[src/rtl/sfix2float.sv]
// Signed Q1.FRACTIONAL_BITS fixed-point to IEEE-754 single conversion, multi-cycle
// custom-instruction slave with a one-bit-per-cycle normalising shifter.
module sfix2float #(
  parameter int FRACTIONAL_BITS = 22
) (
  input  logic        clk,
  input  logic        reset,
  input  logic        clk_en,
  input  logic        start,
  input  logic [31:0] dataa,
  output logic        busy,
  output logic        done,
  output logic [31:0] result
);

  localparam int W  = FRACTIONAL_BITS + 2;
  localparam int MB = W - 1;
  localparam int CW = $clog2(W);
  // Exponent when mag[W-1] is already set (count == 0).
  localparam logic [7:0] EXP_BASE = 8'(127 + W - 1 - FRACTIONAL_BITS);

  typedef enum logic [1:0] {
    S_IDLE,
    S_NORM,
    S_PACK
  } state_t;

  state_t          state_q, state_d;
  logic [W-1:0]    mag_q, mag_d;
  logic [CW-1:0]   count_q, count_d;
  logic            sign_q, sign_d;
  logic            zero_q, zero_d;
  logic            done_q, done_d;
  logic [31:0]     result_q, result_d;

  logic [W-1:0]    fixed_in;
  logic [W-1:0]    abs_in;
  logic [7:0]      exp_w;
  logic [22:0]     mant_w;

  assign fixed_in = dataa[W-1:0];
  // The most negative input maps to 2^(W-1), which still fits W unsigned bits.
  assign abs_in   = fixed_in[W-1] ? (~fixed_in + {{(W-1){1'b0}}, 1'b1}) : fixed_in;
  assign exp_w    = EXP_BASE - {{(8-CW){1'b0}}, count_q};

  generate
    if (MB >= 23) begin : g_mant_trunc
      assign mant_w = mag_q[W-2 -: 23];
    end else begin : g_mant_pad
      assign mant_w = {mag_q[W-2:0], {(23-MB){1'b0}}};
    end
  endgenerate

  always_comb begin
    state_d  = state_q;
    mag_d    = mag_q;
    count_d  = count_q;
    sign_d   = sign_q;
    zero_d   = zero_q;
    done_d   = done_q;
    result_d = result_q;
    if (clk_en) begin
      case (state_q)
        S_IDLE: begin
          done_d = 1'b0;
          // A start seen during the done cycle waits for the next IDLE cycle.
          if (start && !done_q) begin
            sign_d  = fixed_in[W-1];
            mag_d   = abs_in;
            count_d = '0;
            zero_d  = 1'b0;
            state_d = S_NORM;
          end
        end
        S_NORM: begin
          if (mag_q == '0) begin
            zero_d  = 1'b1;
            state_d = S_PACK;
          end else if (mag_q[W-1]) begin
            state_d = S_PACK;
          end else begin
            mag_d   = {mag_q[W-2:0], 1'b0};
            count_d = count_q + 1'b1;
          end
        end
        S_PACK: begin
          result_d = zero_q ? 32'h0000_0000 : {sign_q, exp_w, mant_w};
          done_d   = 1'b1;
          state_d  = S_IDLE;
        end
        default: begin
          state_d = S_IDLE;
        end
      endcase
    end
  end

  always_ff @(posedge clk) begin
    if (reset) begin
      state_q  <= S_IDLE;
      mag_q    <= '0;
      count_q  <= '0;
      sign_q   <= 1'b0;
      zero_q   <= 1'b0;
      done_q   <= 1'b0;
      result_q <= 32'h0000_0000;
    end else begin
      state_q  <= state_d;
      mag_q    <= mag_d;
      count_q  <= count_d;
      sign_q   <= sign_d;
      zero_q   <= zero_d;
      done_q   <= done_d;
      result_q <= result_d;
    end
  end

  assign busy   = (state_q != S_IDLE);
  assign done   = done_q;
  assign result = result_q;

endmodule

[config.mk]
export PLATFORM = sky130hd
export DESIGN_NAME = sfix2float
export DESIGN_NICKNAME = d
export VERILOG_FILES = /design/src/rtl/sfix2float.sv
export SDC_FILE = /design/constraint.sdc
export NUM_CORES = 1
export LEC_CHECK = 0
export BUFFER_PORTS_ARGS = -buffer_cell sky130_fd_sc_hd__buf_2
export CORE_UTILIZATION = 49
export CTS_BUF_LIST = sky130_fd_sc_hd__clkbuf_16
export CTS_CLUSTER_DIAMETER = 150
export DETAILED_ROUTE_END_ITERATION = 8
export GPL_TIMING_DRIVEN = 1
export PLACE_DENSITY = 0.75
export SLEW_MARGIN = 20
export SYNTH_ARGS = -nofsm -noshare
export SYNTH_HDL_FRONTEND = slang
export SYNTH_SLANG_ARGS = --single-unit
export TNS_END_PERCENT = 5
[constraint.sdc]
create_clock -name clk -period 1.64 [get_ports clk]
set_clock_uncertainty 0.1 [all_clocks]
set_input_delay 0.164 -clock clk [delete_from_list [all_inputs] [get_ports clk]]
set_output_delay 0.164 -clock clk [all_outputs]
set_load 0.01 [all_outputs]
==> flow_metrics.env <==
export IMPL_fin_ws_ps=-267
export IMPL_synth_nets=440
export IMPL_power_density_nw_per_um2=925
export IMPL_ys_seq_elements=66
export IMPL_htreeDepth=3
export IMPL_final_hold_viol_count=0
export IMPL_r2r_slack_ps=-270
export IMPL_wl_met3_um=650
export IMPL_crit_fanout=6
export IMPL_r2r_cells=7
export IMPL_io_pins=70
export IMPL_grt_max_degree=54
export IMPL_top_layer_used="met4"
export IMPL_critPathMostFrequentCell="buf_4"
export IMPL_met2_length_um=5110
export IMPL_mostFrequentLayoutCells="buf_4 (81), dfxtp_1 (63), buf_2 (61)"
export IMPL_reg2reg_from="mag_q[11]"
export IMPL_peakVddDrop_uv=712
export IMPL_p_leak_nw=1.99
export IMPL_tightest_slew_ps=418
export IMPL_io_buffers=61
export IMPL_first_iter_violations=370
export IMPL_fmax_mhz=524
export IMPL_dp_cells=594
export IMPL_antenna_found_initial=0
export IMPL_grt_pass1_vias=3584
export IMPL_syn_area_um2=3380
export IMPL_synth_top_area_share_pct=39.1
export IMPL_synth_area_leaders="dfxtp_1 (39%), a21oi_1 (7.0%), nor2_1 (6.3%), nor3b_1 (5.5%), xnor2_1 (3.4%)"
export IMPL_period_minus_slack_ps=1910
export IMPL_stdcell_count=611
export IMPL_clk_pin_slew_ps=60
export IMPL_clock_tree_buffer_depth=2
export IMPL_drtPass1Iterations=4
export IMPL_drt_wirelength_per_cell_um=17.1
export IMPL_critPathCaptureType="flop"
export IMPL_vias=3639
export IMPL_cp_cell_sequence="nor4_2, buf_4, nand4_1, o211ai_1, buf_4, o221ai_2, a21oi_1"
export IMPL_ant_nets=0
export IMPL_drc=0
export IMPL_status="complete, but fails checks"
export IMPL_cts_hold_buffers=0
export IMPL_slowest_delay_ps=330
export IMPL_crit_type="reg2reg"
export IMPL_drive_above_1_share_pct=37.3
export IMPL_gr_usage_all_layers_pct=30.2
export IMPL_start_util_pct=52.1
export IMPL_r2r_end="mag_q[22]"
export IMPL_core_um2=6490
export IMPL_cts_buffers=9
export IMPL_cap_violations=0
export IMPL_cts_root_buf="clkbuf_16"
export IMPL_met1Wirelength_um=4330
export IMPL_critPathCapture="mag_q[22]"
export IMPL_final_common_cell="buf_4"
export IMPL_dp_hpwl_um=7280
export IMPL_setup_viol=29
export IMPL_crit_arrival_ps=2060
export IMPL_worst_setup_path_start_kind="flop"
export IMPL_grt_pass1_wl_um=17000
export IMPL_setup_tns_ps=-5210
export IMPL_yosysTopAreaCell="dfxtp_1"
export IMPL_cts_tree="built"
export IMPL_synthArstFlopShare_pct=0
export IMPL_gp_congestion=0.933
export IMPL_synth_flop_cell="dfxtp_1"
export IMPL_gr_total_overflow=0
export IMPL_synthCells=401
export IMPL_synth_avg_cell_area_um2=8.44
export IMPL_hp_class="in2reg"
export IMPL_row_count=29
export IMPL_antenna_cells=0
export IMPL_rsz0062_at_grt="yes"
export IMPL_whs_ps=50.4
export IMPL_finalCritPeriodShare_pct=116
export IMPL_finalMaxSlewViolations=0
export IMPL_die_w_um=85.1
export IMPL_cp_startpoint="mag_q[11]"
export IMPL_ys_warn_count=0
export IMPL_die_height_um=85.1
export IMPL_crit_required_ps=1800
export IMPL_cts_sinks=66
export IMPL_seq_area_frac_synth_pct=39.1
export IMPL_synth_edff_count=0
export IMPL_violations="setup timing"
export IMPL_critPathSlowestCell="o211ai_1"
export IMPL_max_slew_margin_pct=71.9
export IMPL_vias_per_cell=5.96
export IMPL_synthDistinctLibCells=57
export IMPL_clk_latency_ps=340
export IMPL_syn_to_final_growth_pct=39.9
export IMPL_nNetsFinal=568
export IMPL_n_fill_cell=497
export IMPL_dieArea_um2=7240
export IMPL_finalWirelength_um=10500
==> cell usage after synthesis (4+ instances only) <==
cell type,count
dfxtp_1,66
nor2_1,57
a21oi_1,47
nor3b_1,25
clkbuf_1,21
nand2_1,14
xnor2_1,13
inv_1,10
a22oi_1,9
o21ai_0,9
xor2_1,9
nor3_1,8
o21ai_1,7
o221ai_1,6
o31ai_1,6
or3_1,6
a221oi_1,5
a31oi_1,5
buf_2,5
nor4_1,5
or2_2,5
nand2b_1,4
nor2b_1,4
o211ai_1,4
==> routing by layer <==
layer / GRT usage (%) / vias up
li1: - / 1737
met1: 35.9 / 1722
met2: 51.9 / 142
met3: 6.71 / 38
met4: 13.9 / 0
met5: 0 / -
==> worst max-delay path: cells and delay by family (launching register included) <==
family	cells	cell delay, ps
AOI/OAI and AO/OA	3	570
buffers and inverters	2	370
DFF	1	320
and+or+nand+nor	2	450
==> final cells by class <==
class | instances | area, um^2 | share of cell area (%)
tap | 77 | 96.3 | 2.04
multi-input combinational | 297 | 2020 | 42.7
timing repair buffer | 145 | 956 | 20.2
clock buffer | 9 | 225 | 4.76
inverter | 10 | 37.5 | 0.793
sequential | 66 | 1330 | 28.0
clock inverter | 7 | 70.1 | 1.48
==> worst min path at each step <==
stage,start,endpoint,slack [ps],cells after the start
finish,clk_en,state_q[0],50,3
global route,clk_en,state_q[0],70,3
CTS,clk_en,state_q[0],40,3
detailed placement,sign_q,sign_q,370,2
global placement,sign_q,sign_q,350,2
floorplan,clk_en,state_q[0],160,1
==> power breakdown <==
| group | total, mW | switching, mW | internal [mW] |
|---|---|---|---|
| registers | 1.71 | 0.0476 | 1.66 |
| clock network | 1.90 | 0.732 | 1.17 |
| logic | 0.769 | 0.401 | 0.369 |
==> cells by family (layout without fill, tap and decap cells) <==
kind of cell,Yosys count,after routing,synth area share [%]
flops,66,66,39.1
buf+inv,38,171,4.51
simple gates,145,145,23.7
xor+xnor,22,22,5.70
compound gates,125,125,25.4
mux,2,2,0.592
fa+ha+maj,3,3,1.11
==> repair_timing <==
item,4_1_cts,5_1_grt
setup buffers,1,0
cloned,0,0
pin swaps,20,1
gates resized for setup,18,5
setup endpoints to repair,32,33
==> through the flow <==
| stage | setup WS (ps) | area (um^2) | total power, mW | utilization (%) |
|---|---|---|---|---|
| 6_report | -267 | 4730 | 4.38 | 72.9 |
| 5_1_grt | -376 | 4730 | 4.50 | 72.9 |
| 4_1_cts | -231 | 4700 | 4.35 | 72.4 |
| 3_5_place_dp | -261 | 4320 | 2.43 | 66.6 |
| 3_3_place_gp | -242 | 4320 | 2.42 | 66.6 |
| 2_1_floorplan | -3.57 | 3410 | 2.08 | - |
==> sequential cells by signal, indices dropped and copies added (netlist names) <==
register	cells
done	1
mag_q	24
count_q	5
sign_q	1
state_q	2
result	32
zero_q	1
(Power assumes the default switching activity.)
